<file path="src/rtl/inst_packer_pkg.sv">
// Shared definitions for the MIPS instruction packer: format codes, field bit ranges, states.
// The optional legality check in inst_packer is enabled by defining INST_PACKER_CHECK_EN.
package inst_packer_pkg;

  localparam int unsigned WORD_W   = 32;

  localparam int unsigned OP_HI    = 31;
  localparam int unsigned OP_LO    = 26;
  localparam int unsigned RS_HI    = 25;
  localparam int unsigned RS_LO    = 21;
  localparam int unsigned RT_HI    = 20;
  localparam int unsigned RT_LO    = 16;
  localparam int unsigned RD_HI    = 15;
  localparam int unsigned RD_LO    = 11;
  localparam int unsigned SH_HI    = 10;
  localparam int unsigned SH_LO    = 6;
  localparam int unsigned FUNCT_HI = 5;
  localparam int unsigned FUNCT_LO = 0;
  localparam int unsigned IMM_HI   = 15;
  localparam int unsigned IMM_LO   = 0;
  localparam int unsigned JIDX_HI  = 25;
  localparam int unsigned JIDX_LO  = 0;

  typedef enum logic [1:0] {
    FMT_R   = 2'd0,
    FMT_I   = 2'd1,
    FMT_J   = 2'd2,
    FMT_RSV = 2'd3
  } fmt_e;

  typedef enum logic [1:0] {
    ST_IDLE = 2'd0,
    ST_RUN  = 2'd1,
    ST_FULL = 2'd2
  } state_e;

  // Raw field tuple handed from the packer to the encoder
  typedef struct packed {
    logic [5:0]  op;
    logic [4:0]  rs;
    logic [4:0]  rt;
    logic [4:0]  rd;
    logic [4:0]  shamt;
    logic [5:0]  funct;
    logic [15:0] imm;
    logic [25:0] j_index;
  } fields_t;

endpackage

</file>
<file path="src/rtl/inst_packer_encode.sv">
// Combinational encoder: format code plus field tuple to a 32-bit MIPS word.
// Reserved format falls back to the R layout.
module inst_encode
  import inst_packer_pkg::*;
(
  input  logic [1:0]        fmt_i,
  input  fields_t           fields_i,
  output logic [WORD_W-1:0] word_c
);

  always_comb begin
    word_c                  = '0;
    word_c[OP_HI:OP_LO]     = fields_i.op;
    case (fmt_i)
      FMT_I: begin
        word_c[RS_HI:RS_LO]   = fields_i.rs;
        word_c[RT_HI:RT_LO]   = fields_i.rt;
        word_c[IMM_HI:IMM_LO] = fields_i.imm;
      end
      FMT_J: begin
        word_c[JIDX_HI:JIDX_LO] = fields_i.j_index;
      end
      default: begin
        word_c[RS_HI:RS_LO]       = fields_i.rs;
        word_c[RT_HI:RT_LO]       = fields_i.rt;
        word_c[RD_HI:RD_LO]       = fields_i.rd;
        word_c[SH_HI:SH_LO]       = fields_i.shamt;
        word_c[FUNCT_HI:FUNCT_LO] = fields_i.funct;
      end
    endcase
  end

endmodule

</file>
<file path="src/rtl/inst_packer.sv">
// Packs field tuples into MIPS words and writes them to instruction memory at auto-incrementing addresses.
// Define INST_PACKER_CHECK_EN to drop illegal tuples (fmt=3, or R with op!=0) and raise the sticky err flag.
module inst_packer
  import inst_packer_pkg::*;
#(
  parameter int unsigned DEPTH_WORDS = 1024,
  parameter logic [31:0] BASE_ADDR   = 32'h0000_3000
) (
  input  logic                          clk,
  input  logic                          reset,
  input  logic                          start,
  input  logic                          in_valid,
  output logic                          in_ready,
  input  logic [1:0]                    fmt,
  input  logic [5:0]                    op,
  input  logic [4:0]                    rs,
  input  logic [4:0]                    rt,
  input  logic [4:0]                    rd,
  input  logic [4:0]                    shamt,
  input  logic [5:0]                    funct,
  input  logic [15:0]                   imm,
  input  logic [25:0]                   j_index,
  output logic                          im_we,
  output logic [31:0]                   im_addr,
  output logic [31:0]                   im_wdata,
  output logic [$clog2(DEPTH_WORDS):0]  count,
  output logic                          full,
  output logic                          err
);

  localparam int unsigned CW = $clog2(DEPTH_WORDS) + 1;

  state_e            state_q, state_d;
  logic              we_q, we_d;
  logic [31:0]       addr_q, addr_d;
  logic [WORD_W-1:0] wdata_q, wdata_d;
  logic [CW-1:0]     count_q, count_d;
  logic              full_q, full_d;
  logic              err_q, err_d;

  fields_t           fields_c;
  logic [WORD_W-1:0] word_c;
  logic              accept_c;
  logic              illegal_c;
  logic              last_c;

  assign fields_c = {op, rs, rt, rd, shamt, funct, imm, j_index};

  inst_encode u_encode (
    .fmt_i    (fmt),
    .fields_i (fields_c),
    .word_c   (word_c)
  );

  // start forces in_ready low so a simultaneous tuple is never taken
  assign in_ready = (state_q == ST_RUN) && !start;
  assign accept_c = in_valid && in_ready;
  assign last_c   = (count_q == CW'(DEPTH_WORDS - 1));

`ifdef INST_PACKER_CHECK_EN
  assign illegal_c = (fmt == FMT_RSV) || ((fmt == FMT_R) && (op != 6'd0));
`else
  assign illegal_c = 1'b0;
`endif

  always_comb begin
    state_d = state_q;
    we_d    = 1'b0;
    addr_d  = addr_q;
    wdata_d = wdata_q;
    count_d = count_q;
    full_d  = full_q;
    err_d   = err_q;
    if (start) begin
      state_d = ST_RUN;
      addr_d  = BASE_ADDR;
      count_d = '0;
      full_d  = 1'b0;
      err_d   = 1'b0;
    end else if (accept_c) begin
      if (illegal_c) begin
        err_d = 1'b1;
      end else begin
        we_d    = 1'b1;
        wdata_d = word_c;
        addr_d  = BASE_ADDR + (32'(count_q) << 2);
        count_d = count_q + CW'(1);
        if (last_c) begin
          state_d = ST_FULL;
          full_d  = 1'b1;
        end
      end
    end
  end

  always_ff @(posedge clk or posedge reset) begin
    if (reset) begin
      state_q <= ST_IDLE;
      we_q    <= 1'b0;
      addr_q  <= BASE_ADDR;
      wdata_q <= '0;
      count_q <= '0;
      full_q  <= 1'b0;
      err_q   <= 1'b0;
    end else begin
      state_q <= state_d;
      we_q    <= we_d;
      addr_q  <= addr_d;
      wdata_q <= wdata_d;
      count_q <= count_d;
      full_q  <= full_d;
      err_q   <= err_d;
    end
  end

  assign im_we    = we_q;
  assign im_addr  = addr_q;
  assign im_wdata = wdata_q;
  assign count    = count_q;
  assign full     = full_q;
  assign err      = err_q;

endmodule

</file>
<file path="config.mk">
export PLATFORM = sky130hd
export DESIGN_NAME = inst_packer
export DESIGN_NICKNAME = d
export VERILOG_FILES = /design/src/rtl/inst_packer_pkg.sv /design/src/rtl/inst_packer_encode.sv /design/src/rtl/inst_packer.sv
export SDC_FILE = /design/constraint.sdc
export NUM_CORES = 1
export LEC_CHECK = 0
export ABC_AREA = 1
export BUFFER_PORTS_ARGS = -buffer_cell sky130_fd_sc_hd__buf_2
export CAP_MARGIN = 40
export CORE_MARGIN = 4
export CORE_UTILIZATION = 30
export DETAILED_ROUTE_END_ITERATION = 7
export PLACE_DENSITY_LB_ADDON = 0.05
export RECOVER_POWER = 100
export SETUP_SLACK_MARGIN = 0.05
export SYNTH_ARGS = -nofsm -noshare
export SYNTH_HDL_FRONTEND = slang
export SYNTH_HIERARCHICAL = 1
export SYNTH_SLANG_ARGS = --single-unit
</file>
<file path="constraint.sdc">
create_clock -name clk -period 2 [get_ports clk]
set_clock_uncertainty 0.05 [all_clocks]
set_input_delay 0.4 -clock clk [delete_from_list [all_inputs] [get_ports clk]]
set_output_delay 0.4 -clock clk [all_outputs]
set_load 0.01 [all_outputs]
</file>
==> out/summary.txt <==
Detailed Place HPWL: 7.06 mm
Worst-path clk slew: 80 ps
Total global routing overflow: 0
WHS Endpoint: im_wdata[31]
Via count: 3040
Worst-path cell chain: inv_1 > nor2_1 > nand2_1 > nor2_1 > inv_2 > buf_2 > o21ai_0
CP Max Fanout: 26
Max-cap violations: 0
Total Die Area: 12900 µm²
Leak: 2.23 nW
Layout Cells excl Fill: 697
Commonest cells after routing, fill and taps aside: nand2_1 (182), buf_2 (81), clkbuf_1 (60)
Ports: 159
Worst slew pin tran: 739 ps
Syn Std Cell Area: 3350 µm²
Tcrit/Tclk final: 84.7%
RePlAce Congestion: 0.773
Synth warn: 6
Post-Synthesis Cells: 419
TritonCTS buffer count: 9
Critical R2R Capture: im_addr[14]
Ant diodes: 0
Unrepaired setup endpoints after global routing: no
Fill count: 1237
Commonest non-fill, non-tap cell in the layout: nand2_1
Fin nets: 635
Final Hold Viols: 0
DR iter-0 viols: 106
Min Tclk post-route: 1690 ps
Endpoint type of the worst setup path: flop
Chip height: 114 µm
Root Driver: clkbuf_8
CP Class: flop to flop
# port buffers: 138
Final Slew Violations: 0
Crit path DAT: 1850 ps
Hold path depth: 3
Die Span X: 114 µm
Initial core utilization: 30.8%
Synth Area per Inst: 8.00 µm²
CTS sink cnt: 58
Wirelength per Cell: 13.3 µm
Final setup vio count: 0
Most frequent CP cell: nor2_1
Fmax: 590 MHz
Layout area overhead: 24.0%
Status: finished, final reports clean
Core area: 10900 µm²
Final setup TNS: 0 ps
Slew Limit Headroom: 50.7%
CP bufs+invs: 3
Cell variety after synth: 23
Max Root-Sink Buffers: 2
Hold WC Path Type: input port to flop
Detailed-route wire length: 9.26 mm
Share of cells above drive strength 1: 25.7%
Critical Path Max Stage Delay: 500 ps
Vias/cell: 4.36
Peak supply drop: 321 µV
CTS tree: yes
Flops & latches, synth: 58
Final ANT Viol Nets: 0
All-layer global routing usage: 14.3%
Worst r2r src: state_q[0]
Top Family by Delay on Critical Path: buffers and inverters
DRC: 0
Largest net degree at the start of global routing: 42
DR pass1 iterations: 4
Htree depth: 3
Register area share after synthesis: 43.3%
Number of global-route vias before repair: 3046
Global-route wire length before repair: 14.9 mm
Cell Rows: 38
Hold_sp: op[5]
Reg2Reg Depth: 7
R2r setup slk: 310 ps
CP required: 2150 ps
Post-CTS setup repair buffer count: 0
Worst-Skew Late Latency: 340 ps
CP max stage cell: buf_2
Setup crit start kind: flop
Pwr Density: 756 nW/µm²
Number of antenna violations at the first check in global routing: 0
DP Cell Count: 680
worst register-to-register path: cells and delay by family, from the launching register on:
| kind | cells | cell delay, ps |
|---|---|---|
| buffers and inverters | 3 | 820 |
| DFF | 1 | 370 |
| and+or+nand+nor | 3 | 180 |
| AOI/OAI and AO/OA | 1 | 130 |
metrics by stage:
stage | power, mW | utilization, % | worst slack, ps | hold slack, ps | instance area [µm²]
6_report | 3.14 | 38.2 | 306 | 214 | 4160
5_1_grt | 3.33 | 38.2 | 94.6 | 210 | 4160
4_1_cts | 3.24 | 39.1 | 338 | 199 | 4260
3_5_place_dp | 2.00 | 37.0 | 213 | 373 | 4030
3_3_place_gp | 2.00 | 36.9 | 129 | 377 | 4020
2_1_floorplan | 1.77 | - | 124 | 392 | 3420
synthesized netlist by cell type:
cell | number | area share (%)
buf_12 | 2 | 1.2
nand3_2 | 34 | 10
nand4_1 | 5 | 0.93
dfrtp_1 | 57 | 43
nand2_1 | 182 | 20
nand3_1 | 23 | 3.4
dfstp_2 | 1 | 0.78
nor2_8 | 1 | 0.60
inv_2 | 2 | 0.22
nor2_2 | 1 | 0.19
buf_6 | 4 | 1.3
o2111ai_1 | 1 | 0.26
conb_1 | 1 | 0.11
o21ai_0 | 19 | 2.8
clkinv_1 | 1 | 0.11
buf_4 | 36 | 8.1
inv_8 | 1 | 0.34
clkbuf_1 | 4 | 0.45
nand2_4 | 1 | 0.34
ha_1 | 3 | 1.1
nor2_1 | 13 | 1.5
a21oi_1 | 4 | 0.60
inv_1 | 23 | 2.6
cells by family after synthesis:
| kind of cell | share of synthesized area [%] |
|---|---|
| simple gates | 37.5 |
| flops | 43.3 |
| compound gates | 3.69 |
| buf+inv | 14.3 |
| fa+ha+maj | 1.12 |
| other cells | 0.112 |
layout make-up:
type	instances	area (µm²)	area share, %
clock inverter	5	78.8	1.90
sequential	58	1450	34.9
timing repair buffer	149	709	17.1
clock buffer	11	141	3.40
multi-input combinational	307	1490	35.9
inverter	27	109	2.62
tap	140	175	4.21
repair_timing:
item,CTS,global route
hold buffers,1,0
gates resized for setup,0,0
endpoints found under the hold margin,3,0
how the worst max path moves through the flow:
stage / startpoint / to / slack (ps) / depth (start not counted)
after floorplan: reset / count[0] / 120 / 1
after global placement: start / im_addr[7] / 130 / 6
after detailed placement: start / im_wdata[6] / 210 / 8
after CTS: count[0] / count[10] / 340 / 7
after global routing: state_q[0] / im_addr[14] / 90 / 7
final: state_q[0] / im_addr[14] / 310 / 7
where the power goes:
| part | leakage [nW] | switching [mW] | total, mW | internal, mW |
|---|---|---|---|---|
| Sequential | 0.760 | 0.0650 | 1.34 | 1.28 |
| Clock | 0.113 | 0.474 | 1.21 | 0.734 |
| Combinational | 1.36 | 0.380 | 0.591 | 0.210 |
registers in the layout, summed over array words and instances (netlist names):
register  flops
state_q       1
count        11
im_wdata     32
im_addr      12
im_we         1
full          1
routing by layer:
metal | share of wire (%) | wire [µm] | vias up | track usage (%)
met5 | 0 | 0 | - | 0
met4 | 0.99 | 92 | 0 | 3.85
met3 | 8.2 | 755 | 8 | 4.72
met2 | 48 | 4470 | 99 | 24.1
met1 | 43 | 3940 | 1396 | 17.6
li1 | - | - | 1537 | -
(Power assumes the default switching activity.)
